--- src/rtl/mi_fetch_ctrl.sv ---
// Fetch-stage controller: sequences the fetch PC, issues synchronous imem reads and
// buffers returning words in an output register plus one skid entry for the decoder.
module mi_fetch_ctrl #(
    parameter int unsigned       WIDTH    = 32,
    parameter logic [WIDTH-1:0]  RESET_PC = 32'h0000_0000,
    parameter logic [WIDTH-1:0]  NOP      = 32'h0000_0013
) (
    input  logic             clk,
    input  logic             rst,
    input  logic             fetch_en,
    input  logic             redirect_valid,
    input  logic [WIDTH-1:0] redirect_pc,
    output logic             imem_req,
    output logic [WIDTH-1:0] imem_addr,
    input  logic [WIDTH-1:0] imem_rdata,
    input  logic             dec_pc_en,
    output logic             en,
    output logic [WIDTH-1:0] pc_out,
    output logic [WIDTH-1:0] instr_out,
    output logic [1:0]       state
);

    typedef enum logic [1:0] {
        IDLE  = 2'b00,
        RUN   = 2'b01,
        REDIR = 2'b10
    } state_e;

    state_e           state_q,      state_d;
    logic [WIDTH-1:0] fpc_q,        fpc_d;
    logic             inflight_q,   inflight_d;
    logic [WIDTH-1:0] rsp_pc_q,     rsp_pc_d;
    logic             en_q,         en_d;
    logic [WIDTH-1:0] pc_out_q,     pc_out_d;
    logic [WIDTH-1:0] instr_q,      instr_d;
    logic             skid_valid_q, skid_valid_d;
    logic [WIDTH-1:0] skid_pc_q,    skid_pc_d;
    logic [WIDTH-1:0] skid_instr_q, skid_instr_d;

    logic       accept;
    logic       out_free;
    logic [2:0] count;
    logic       req;

    // Occupancy after this edge, excluding any request issued now; capped at two
    // so a returning word always has a slot (output or skid).
    always_comb begin
        accept   = en_q & dec_pc_en;
        out_free = ~en_q | accept;
        count    = 3'(en_q) + 3'(skid_valid_q) + 3'(inflight_q) - 3'(accept);
        req      = ~rst & (state_q == RUN) & fetch_en & ~redirect_valid & (count < 3'd2);
    end

    // NOTE: every variable gets a default first so no path through the block infers a latch.
    always_comb begin
        state_d      = state_q;
        fpc_d        = fpc_q;
        inflight_d   = 1'b0;
        rsp_pc_d     = rsp_pc_q;
        en_d         = en_q;
        pc_out_d     = pc_out_q;
        instr_d      = instr_q;
        skid_valid_d = skid_valid_q;
        skid_pc_d    = skid_pc_q;
        skid_instr_d = skid_instr_q;

        if (redirect_valid) begin
            state_d = REDIR;
        end else begin
            unique case (state_q)
                IDLE:    state_d = fetch_en ? RUN : IDLE;
                RUN:     state_d = fetch_en ? RUN : IDLE;
                REDIR:   state_d = fetch_en ? RUN : IDLE;
                default: state_d = IDLE;
            endcase
        end

        if (req) begin
            fpc_d      = fpc_q + WIDTH'(4);
            inflight_d = 1'b1;
            rsp_pc_d   = fpc_q;
        end

        if (redirect_valid) begin
            // The response landing this cycle belongs to the old stream and is dropped.
            fpc_d        = redirect_pc;
            en_d         = 1'b0;
            instr_d      = NOP;
            skid_valid_d = 1'b0;
            inflight_d   = 1'b0;
        end else if (out_free) begin
            if (skid_valid_q) begin
                en_d     = 1'b1;
                pc_out_d = skid_pc_q;
                instr_d  = skid_instr_q;
                if (inflight_q) begin
                    skid_pc_d    = rsp_pc_q;
                    skid_instr_d = imem_rdata;
                end else begin
                    skid_valid_d = 1'b0;
                end
            end else if (inflight_q) begin
                en_d     = 1'b1;
                pc_out_d = rsp_pc_q;
                instr_d  = imem_rdata;
            end else if (accept) begin
                en_d    = 1'b0;
                instr_d = NOP;
            end
        end else if (inflight_q) begin
            skid_valid_d = 1'b1;
            skid_pc_d    = rsp_pc_q;
            skid_instr_d = imem_rdata;
        end
    end

    // NOTE: state registers use non-blocking assignments so every flop samples pre-edge values.
    always_ff @(posedge clk) begin
        if (rst) begin
            state_q      <= IDLE;
            fpc_q        <= RESET_PC;
            inflight_q   <= 1'b0;
            rsp_pc_q     <= '0;
            en_q         <= 1'b0;
            pc_out_q     <= '0;
            instr_q      <= NOP;
            skid_valid_q <= 1'b0;
            skid_pc_q    <= '0;
            skid_instr_q <= '0;
        end else begin
            state_q      <= state_d;
            fpc_q        <= fpc_d;
            inflight_q   <= inflight_d;
            rsp_pc_q     <= rsp_pc_d;
            en_q         <= en_d;
            pc_out_q     <= pc_out_d;
            instr_q      <= instr_d;
            skid_valid_q <= skid_valid_d;
            skid_pc_q    <= skid_pc_d;
            skid_instr_q <= skid_instr_d;
        end
    end

    assign imem_req  = req;
    assign imem_addr = fpc_q;
    assign en        = en_q;
    assign pc_out    = pc_out_q;
    assign instr_out = instr_q;
    assign state     = state_q;

    skid_no_overflow: assert property (@(posedge clk) disable iff (rst)
        !(inflight_q && skid_valid_q && en_q && !dec_pc_en && !redirect_valid));

    count_bounded: assert property (@(posedge clk) disable iff (rst)
        count <= 3'd2);

endmodule
--- config.mk ---
export PLATFORM = sky130hd
export DESIGN_NAME = mi_fetch_ctrl
export DESIGN_NICKNAME = d
export VERILOG_FILES = /design/src/rtl/mi_fetch_ctrl.sv
export SDC_FILE = /design/constraint.sdc
export NUM_CORES = 1
export LEC_CHECK = 0
export CAP_MARGIN = 15
export CORE_MARGIN = 2
export CORE_UTILIZATION = 25
export CTS_BUF_LIST = sky130_fd_sc_hd__clkbuf_4
export DETAILED_ROUTE_END_ITERATION = 8
export GPL_ROUTABILITY_DRIVEN = 0
export PLACE_DENSITY = 0.49
export RECOVER_POWER = 50
export SYNTH_ARGS = -nofsm -noshare
export SYNTH_HDL_FRONTEND = slang
export SYNTH_SLANG_ARGS = --single-unit
--- constraint.sdc ---
create_clock -name clk -period 3.3 [get_ports clk]
set_input_delay 0.495 -clock clk [delete_from_list [all_inputs] [get_ports clk]]
set_output_delay 0.495 -clock clk [all_outputs]
set_load 0.01 [all_outputs]
## Word level (Yosys, flattened, before mapping)

Cells that the tools add are included.

- Latch bits: 0
- Memories kept: 0
- Bits in read-only memories: 0
- Memory bits (writable): 0
- Output and inout port bits: 100
- Register bits after elaboration: 197
- Word-level logic and storage cells: 64
- Bits of input ports: 69

- Order comparisons: 1
- Add/sub/neg operators: 4
- Eq/ne operators: 3
- Shifts and indexed selects: 0
- Reduce and logical (&&, ||, !) cells: 11
- $mul: 0
- Mux-type cells: 24
- Divide/modulo/power cells: 0
- Bitwise gates (word level): 10

Operators by type and width:

| operator | number |
|---|---|
| 32-bit two-way mux | 13 |
| 32-bit by 3-bit adder with 32-bit output (second input constant) | 1 |
| 1-bit two-way mux | 10 |
| 2-bit nonzero test | 3 |
| 3-bit OR reduction | 2 |
| 1-bit AND | 5 |
| 1-bit NOT | 4 |
| 2-bit AND reduction | 2 |
| 2-bit by 1-bit adder with 3-bit output | 1 |
| 3-bit by 2-bit < comparator with 1-bit output (second input constant) | 1 |
| 3-bit AND reduction | 1 |
| 3-bit nonzero test | 1 |
| 3-bit by 1-bit subtractor with 3-bit output | 1 |
| 1-bit by 1-bit adder with 2-bit output | 1 |
| 2-bit by 1-bit == test with 1-bit output (second input constant) | 1 |
| 2-bit == test (second input constant) | 1 |
| 2-bit zero test | 1 |
| 2-bit two-way mux | 1 |
| 2-bit inequality test (second input constant) | 1 |
| 2-bit OR reduction | 1 |
| 1-bit OR | 1 |

## Longest topological paths before layout

Gate-level depths: netlist of the first run.

- Depth after elaboration: 7
- Gate-level depth with buffers: 13
- Depth with buffers taken out: 10

## Worst setup path after synthesis of the first run

No wires, ideal clock.

- Path type: register -> output
- From: reg inflight_q
- To: out imem_req
- Arrival: 2.546 ns
- Cell stages (with the launch flop): 12
- Data required time: 2.805 ns
- Setup slack: 0.259 ns
- Cell sequence: dfxtp_1 clkbuf_1 inv_1 ha_1 inv_1 ha_1 a21oi_2 mux2i_1 or2_2 clkbuf_1 clkinv_1 buf_2

- Longest elaborated chain between the ends: 4

RTL lines:

| what | RTL line | text |
|---|---|---|
| start: declaration | 31 | `logic inflight_q, inflight_d;` |
| start signal: assignment | 133 | `inflight_q <= inflight_d;` |
| 2-bit by 1-bit adder with 3-bit output | 50 | `count = 3'(en_q) + 3'(skid_valid_q) + 3'(inflight_q) - 3'(accept);` |
| 3-bit by 1-bit subtractor with 3-bit output | 50 |  |
| 3-bit by 2-bit < comparator with 1-bit output | 51 | `req = ~rst & (state_q == RUN) & fetch_en & ~redirect_valid & (count < 3'd2);` |
| 1-bit AND | 51 |  |
| end: declaration | 13 | `output logic imem_req,` |

No other way between the ends.

## Worst setup path after layout of the first run

- From: in dec_pc_en
- To: out imem_req

- Longest elaborated chain between the ends: 4

RTL lines:

| what | RTL line | text |
|---|---|---|
| start: declaration | 16 | `input logic dec_pc_en,` |
| 1-bit AND | 48 | `accept = en_q & dec_pc_en;` |
| 3-bit by 1-bit subtractor with 3-bit output | 50 |  |
| 3-bit by 2-bit < comparator with 1-bit output | 51 |  |
| 1-bit AND | 51 |  |

No other way between the ends.

==> PnR_summary.wiki, run 1 <==
{| class="wikitable"
! Metric !! Value
|-
| Die Outline Area || 34510 um^2
|-
| Global route hottest layer || met1
|-
| Yosys warning total || 0
|-
| Layout area overhead || 29.59%
|-
| Design Area, Final || 10700 um^2
|-
| Post-synthesis instance total || 1044
|-
| Buffer depth of the longest clock path || 2
|-
| Global routing usage on met3 || 0.02935
|-
| Sum of buffers and inverters on the critical path || 4
|-
| Actual transition at the worst max-transition pin || 1.599 ns
|-
| CP max-delay cell || clkdlybuf4s50_1
|-
| Crit path launch type || primary input
|-
| GR Util met1 || 0.2172
|-
| Proportion of layout cells with a drive suffix above 1 || 0.05734
|-
| Pins Over Slew Limit || 54
|-
| Post-Route Skew || 0.02750 ns
|-
| Critical Setup Path Class || primary input to output pin
|-
| Drc violations || 0
|-
| Critical path fanouts, max || 2
|-
| Count of flip-flops with a built-in enable after synthesis || 0
|-
| Via count || 7484
|-
| DIE HEIGHT || 185.8 um
|-
| Gr ovfl total || 0
|-
| Ranking of synthesized cells by area || dfxtp_1 48%, nand2_1 11%, a211oi_1 7.0%
|-
| Final routed wire length divided by cell count || 15.30 um
|-
| Core region area || 32540 um^2
|-
| Clock buffer count from CTS || 17
|-
| Clock edge transition at the registers on the reported setup and hold paths || 0.18 ns
|-
| CTS Root Cell || clkbuf_4
|-
| Count of TritonRoute iterations in the first routing pass || 5
|-
| Number of flip-flops and latches in the synthesized netlist || 197
|-
| Violations in the final reports || capacitance limit, slew limit
|-
| Global-route track usage on met2 || 0.2073
|-
| Number of non-filler instances in the completed layout || 1630
|-
| Footprint of the multi-input gates || 3965 um^2
|-
| Cell Chain, Critical Path || clkdlybuf4s50_1, and2_1, ha_1, inv_1, ha_1, a21oi_2, mux2i_2, or2_4, clkinv_1, clkdlybuf4s15_1
|-
| Power per standard cell area || 387.0 nW/um^2
|-
| I/O pin cnt || 169
|-
| Initial Utilization || 0.2538
|-
| TritonCTS sink count || 197
|-
| Max Fclk || 0.3161 GHz
|-
| Worst min-delay path category || primary input to flip-flop
|-
| Max Cap Viol || 1
|-
| Antenna violations before repair || 2
|-
| Period utilisation layout || 0.9586
|-
| Net Count, Synth || 1116
|-
| Via count normalized by instance count || 4.591
|-
| Required arrival time at the worst endpoint || 2.80 ns
|-
| Result of the run || finished, violations left
|-
| Standard cell area after detailed placement || 10410 um^2
|-
| Top cell type by total area after synthesis || dfxtp_1
|-
| Row Count || 66
|-
| Flip-flop and latch area || 3948 um^2
|-
| Arrival time at the worst endpoint || 2.67 ns
|-
| Cell area after technology mapping || 8259 um^2
|-
| Pleak || 3.575 nW
|-
| Clock tree from TritonCTS || done
|-
| Main synth FF type || dfxtp_1
|-
| Port Buffer Count || 168
|-
| Async S/R FF share, synth || 0
|-
| Remaining max-slew budget at the tightest pin || -0.06624
|-
| CP peak stage delay || 0.43 ns
|-
| Total wirelength of the detailed-routed design || 24930 um
|-
| Pin count of the biggest net entering global routing || 158
|-
| Most frequent cells in the layout || 248 x nand2_1, 196 x dfxtp_1, 118 x nor2_1
|-
| Most common cell after layout, fill and taps aside || nand2_1
|-
| Number of nets in the layout || 1245
|-
| Global-route usage over all layers || 0.1443
|-
| Share of the yosys chip area belonging to registers || 0.4775
|-
| Vias in the first global route || 6845
|-
| Number of setup violations in the final report || 0
|-
| Yosys top cell area share || 0.4775
|-
| CP endpoint kind || output pin
|-
| Skew-Pair Late Insertion Delay || 0.57 ns
|-
| Critical Path Most Common Cell || ha_1
|-
| Number of distinct library cells after synthesis || 45
|-
| First-pass GRT wire length || 39210 um
|-
| H-tree depth || 4
|-
| Syn Area/Cell || 7.911 um^2
|-
| Number of hold-slack violations in the final timing report || 0
|-
| Cts hold-fix bufs || 0
|-
| Family with the most delay on the worst path || buffers and inverters
|-
| First DRT Iteration DRCs || 571
|-
| Post-route ant nets || 0
|-
| Unrepaired setup endpoints after global routing || false
|-
| Die width || 185.8 um
|-
| Shortest clock period the worst path allows after layout || 3.163 ns
|-
| Number of fill cells in the layout || 3537
|-
| Peak supply drop || 0.1771 mV
|-
| Post-Place Cells || 1594
|-
| Half-perimeter wire length after detailed placement || 16720 um
|}
[report_power, final]
group          switching [W]  leakage, nW  internal, W
clock               0.000883        0.155     0.000469
combinational       0.000155         1.82     0.000164
sequential         0.0000582         1.60      0.00241
total                0.00110         3.57      0.00305
[cells by family after synthesis]
family                     count (synthesis)  synth area share
muxes                                     38           0.04621
and+or+nand+nor                          476            0.2463
xor gates and xnor gates                  22           0.02333
AOI/OAI and AO/OA                        210            0.1571
DFF                                      197            0.4775
buffers and inverters                     98           0.04499
adders and majority gates                  3          0.004545
[cells in the mapped netlist, types with 4 or more instances]
| master | count |
|---|---|
| or2_2 | 4 |
| nand3_1 | 13 |
| o211ai_1 | 4 |
| mux2i_1 | 37 |
| xnor2_1 | 21 |
| clkbuf_1 | 71 |
| nor2_1 | 119 |
| nor4_1 | 17 |
| inv_1 | 15 |
| buf_1 | 8 |
| or4_1 | 4 |
| nand2_1 | 248 |
| a21oi_1 | 107 |
| dfxtp_1 | 197 |
| o21ai_0 | 7 |
| nand4_1 | 8 |
| nor3_1 | 40 |
| a211oi_1 | 77 |
| and4_1 | 5 |
| nor4b_1 | 4 |
[per-stage QoR]
step | TNS (ns) | setup WS, ns | util | total power (W) | hold WS [ns]
floorplan | 0 | 0.2586 | - | 0.002635 | 0.4360
global placement | -0.2225 | -0.1244 | 0.3200 | 0.002852 | 0.4410
detailed placement | -0.3089 | -0.1723 | 0.3200 | 0.002850 | 0.4461
CTS | 0 | 0.008525 | 0.3287 | 0.004225 | 0.3006
global route | 0 | 0.004026 | 0.3289 | 0.004341 | 0.3282
finish | 0 | 0.1366 | 0.3289 | 0.004142 | 0.3751
[area by class of cell]
class / count / area share
Antenna cell: 2 / 0.0004676
Clock buffer: 18 / 0.01263
Clock inverter: 14 / 0.01391
Inverter: 16 / 0.005611
Multi-Input combinational cell: 749 / 0.3705
Sequential cell: 197 / 0.3688
Tap cell: 442 / 0.05167
Timing Repair Buffer: 192 / 0.1764
[flip-flops by register name (all words and copies together), names as in the netlist]
register / count
en: 1
imem_addr: 32
inflight_q: 1
instr_out: 32
pc_out: 32
rsp_pc_q: 32
skid_instr_q: 32
skid_pc_q: 32
skid_valid_q: 1
state: 2
[worst reg2reg max path, stage by stage (launching register included)]
cell	delay [ns]
dfxtp_4	0.39
and2_1	0.14
ha_1	0.27
inv_1	0.04
ha_1	0.27
a21oi_2	0.20
mux2i_2	0.11
buf_4	0.14
buf_4	0.12
or4_1	0.54
or4_1	0.47
a311oi_1	0.25
[routing by layer]
| layer | up-vias | wire length, um |
|---|---|---|
| met5 | - | 0 |
| met4 | 0 | 267 |
| met3 | 15 | 1556 |
| met2 | 204 | 10250 |
| met1 | 3428 | 12860 |
| li1 | 3837 | - |
[path summary, 6_finish.rpt]
kind	endpoint	from	slack, ns	cells after the start
max	imem_req	dec_pc_en	0.14	10
min	instr_out[0]$_SDFFE_PP1P_	rst	0.38	4
max reg2reg	imem_addr[26]$_SDFFE_PP0P_	en$_SDFFE_PP0P_	0.28	11
min reg2reg	skid_pc_q[4]$_SDFFE_PP0P_	skid_pc_q[4]$_SDFFE_PP0P_	0.46	2
[timing repair]
item	in CTS	in global routing
buffers inserted	0	2
gates resized for setup	2	3
pin swaps	0	2
endpoints found under the setup margin	1	1
No activity file was read; power rests on OpenSTA's default activity.
==> run 2, diff against run 1 <==
RECOVER_POWER = 25   (was 50)
TNS_END_PERCENT = 20   (was default)
==> PnR_summary.wiki, run 2 (synthesis results as in run 1) <==
{| class="wikitable"
! Metric !! Value
|-
| Half-perimeter wire length after detailed placement || 16720 um
|-
| Cts hold-fix bufs || 0
|-
| Port Buffer Count || 168
|-
| Antenna violations before repair || 2
|-
| Required arrival time at the worst endpoint || 2.80 ns
|-
| Critical Setup Path Class || primary input to output pin
|-
| H-tree depth || 4
|-
| CP endpoint kind || output pin
|-
| Peak supply drop || 0.1761 mV
|-
| Period utilisation layout || 0.9590
|-
| Most common cell after layout, fill and taps aside || nand2_1
|-
| TritonCTS sink count || 197
|-
| Via count normalized by instance count || 4.598
|-
| Critical path fanouts, max || 2
|-
| Final routed wire length divided by cell count || 15.33 um
|-
| First-pass GRT wire length || 39210 um
|-
| Skew-Pair Late Insertion Delay || 0.57 ns
|-
| Number of nets in the layout || 1245
|-
| Die Outline Area || 34510 um^2
|-
| Pleak || 3.499 nW
|-
| Total power || 0.004152 W
|-
| Pin count of the biggest net entering global routing || 158
|-
| Critical Path Most Common Cell || ha_1
|-
| Total wirelength of the detailed-routed design || 24980 um
|-
| Violations in the final reports || capacitance limit, slew limit
|-
| Shortest clock period the worst path allows after layout || 3.165 ns
|-
| Most frequent cells in the layout || 248 x nand2_1, 196 x dfxtp_1, 118 x nor2_1
|-
| Post-Route Skew || 0.02678 ns
|-
| Initial Utilization || 0.2538
|-
| Drc violations || 0
|-
| Global-route usage over all layers || 0.1443
|-
| Remaining max-slew budget at the tightest pin || -0.06510
|-
| Die width || 185.8 um
|-
| Crit path launch type || primary input
|-
| Unrepaired setup endpoints after global routing || false
|-
| Buffer depth of the longest clock path || 2
|-
| Arrival time at the worst endpoint || 2.67 ns
|-
| Via count || 7495
|-
| CP max-delay cell || clkdlybuf4s50_1
|-
| Worst min-delay path category || primary input to flip-flop
|-
| Clock edge transition at the registers on the reported setup and hold paths || 0.18 ns
|-
| Setup slack after placement || -0.1723 ns
|-
| Result of the run || finished, violations left
|-
| Number of setup violations in the final report || 0
|-
| DIE HEIGHT || 185.8 um
|-
| Worst-case setup margin in the final layout || 0.1354 ns
|-
| Max Fclk || 0.3160 GHz
|-
| Proportion of layout cells with a drive suffix above 1 || 0.05818
|-
| CP peak stage delay || 0.43 ns
|-
| Utilization of the core after routing || 0.3292
|-
| First DRT Iteration DRCs || 587
|-
| Row Count || 66
|-
| Design Area, Final || 10710 um^2
|-
| I/O pin cnt || 169
|-
| Count of TritonRoute iterations in the first routing pass || 5
|-
| Post-route ant nets || 0
|-
| Vias in the first global route || 6845
|-
| Actual transition at the worst max-transition pin || 1.598 ns
|-
| Pins Over Slew Limit || 54
|-
| Max Cap Viol || 1
|-
| Standard cell area after detailed placement || 10410 um^2
|-
| Power per standard cell area || 387.6 nW/um^2
|-
| Clock buffer count from CTS || 17
|-
| Clock tree from TritonCTS || done
|-
| Number of hold-slack violations in the final timing report || 0
|-
| Cell Chain, Critical Path || clkdlybuf4s50_1, and2_1, ha_1, inv_1, ha_1, a21oi_2, mux2i_2, or2_4, clkinv_1, clkdlybuf4s15_1
|-
| Gr ovfl total || 0
|-
| Core region area || 32540 um^2
|-
| CTS Root Cell || clkbuf_4
|-
| Layout area overhead || 29.68%
|}
-- run 2: cell count changes in the layout (fill, tap and decap cells not counted), sizes merged --
cell           before  now
dlygate4sd3        93   61
clkbuf             22   20
clkdlybuf4s50      73  105
buf                21   23
-- run 2: power breakdown --
| part | internal [W] | total [W] | switching (W) |
|---|---|---|---|
| clock network | 0.000469 | 0.00135 | 0.000884 |
| registers | 0.00241 | 0.00247 | 0.0000593 |
| logic | 0.000172 | 0.000326 | 0.000155 |
-- run 2: final cells by class --
type,count,area [um^2]
fill,3535,21830
antenna,2,5.005
timing repair buffer,192,1891
sequential,197,3948
inverter,16,60.06
clock inverter,14,148.9
clock buffer,18,135.1
tap,442,553.0
multi-input combinational,749,3970
-- run 2: repair_timing --
action                     in CTS  in global routing
pin swaps                       0                  2
gates resized for setup         2                  3
setup buffers                   0                  2
gates cloned                    0                  0
setup endpoints to repair       1                  1
-- run 2: worst paths after layout --
path / startpoint / cells past startpoint / slack (ns) / end
worst max-delay path: dec_pc_en / 10 / 0.14 / imem_req
worst min-delay path: rst / 4 / 0.37 / instr_out[0]$_SDFFE_PP1P_
worst max register to register: en$_SDFFE_PP0P_ / 11 / 0.28 / imem_addr[26]$_SDFFE_PP0P_
worst min register to register: skid_pc_q[4]$_SDFFE_PP0P_ / 2 / 0.46 / skid_pc_q[4]$_SDFFE_PP0P_
-- run 2: per-stage QoR --
stage                     TNS, ns  hold slack (ns)  cells
after floorplan                 0           0.4360   1044
after global routing            0           0.3282   1629
after global placement    -0.2225           0.4410   1594
after CTS                       0           0.3006   1626
final                           0           0.3737   1630
after detailed placement  -0.3089           0.4461   1594
-- run 2: layer usage --
layer / wire length (um) / global-route usage
met5: 0 / 0
met4: 269 / 0.03654
met3: 1513 / 0.02935
met2: 10250 / 0.2073
met1: 12950 / 0.2172
-- run 2: worst max-delay path: cells and delay by family --
| family | cells | cell delay [ns] |
|---|---|---|
| compound gates | 1 | 0.20 |
| fa+ha+maj | 2 | 0.54 |
| buf+inv | 4 | 0.82 |
| mux | 1 | 0.28 |
| simple gates | 2 | 0.33 |
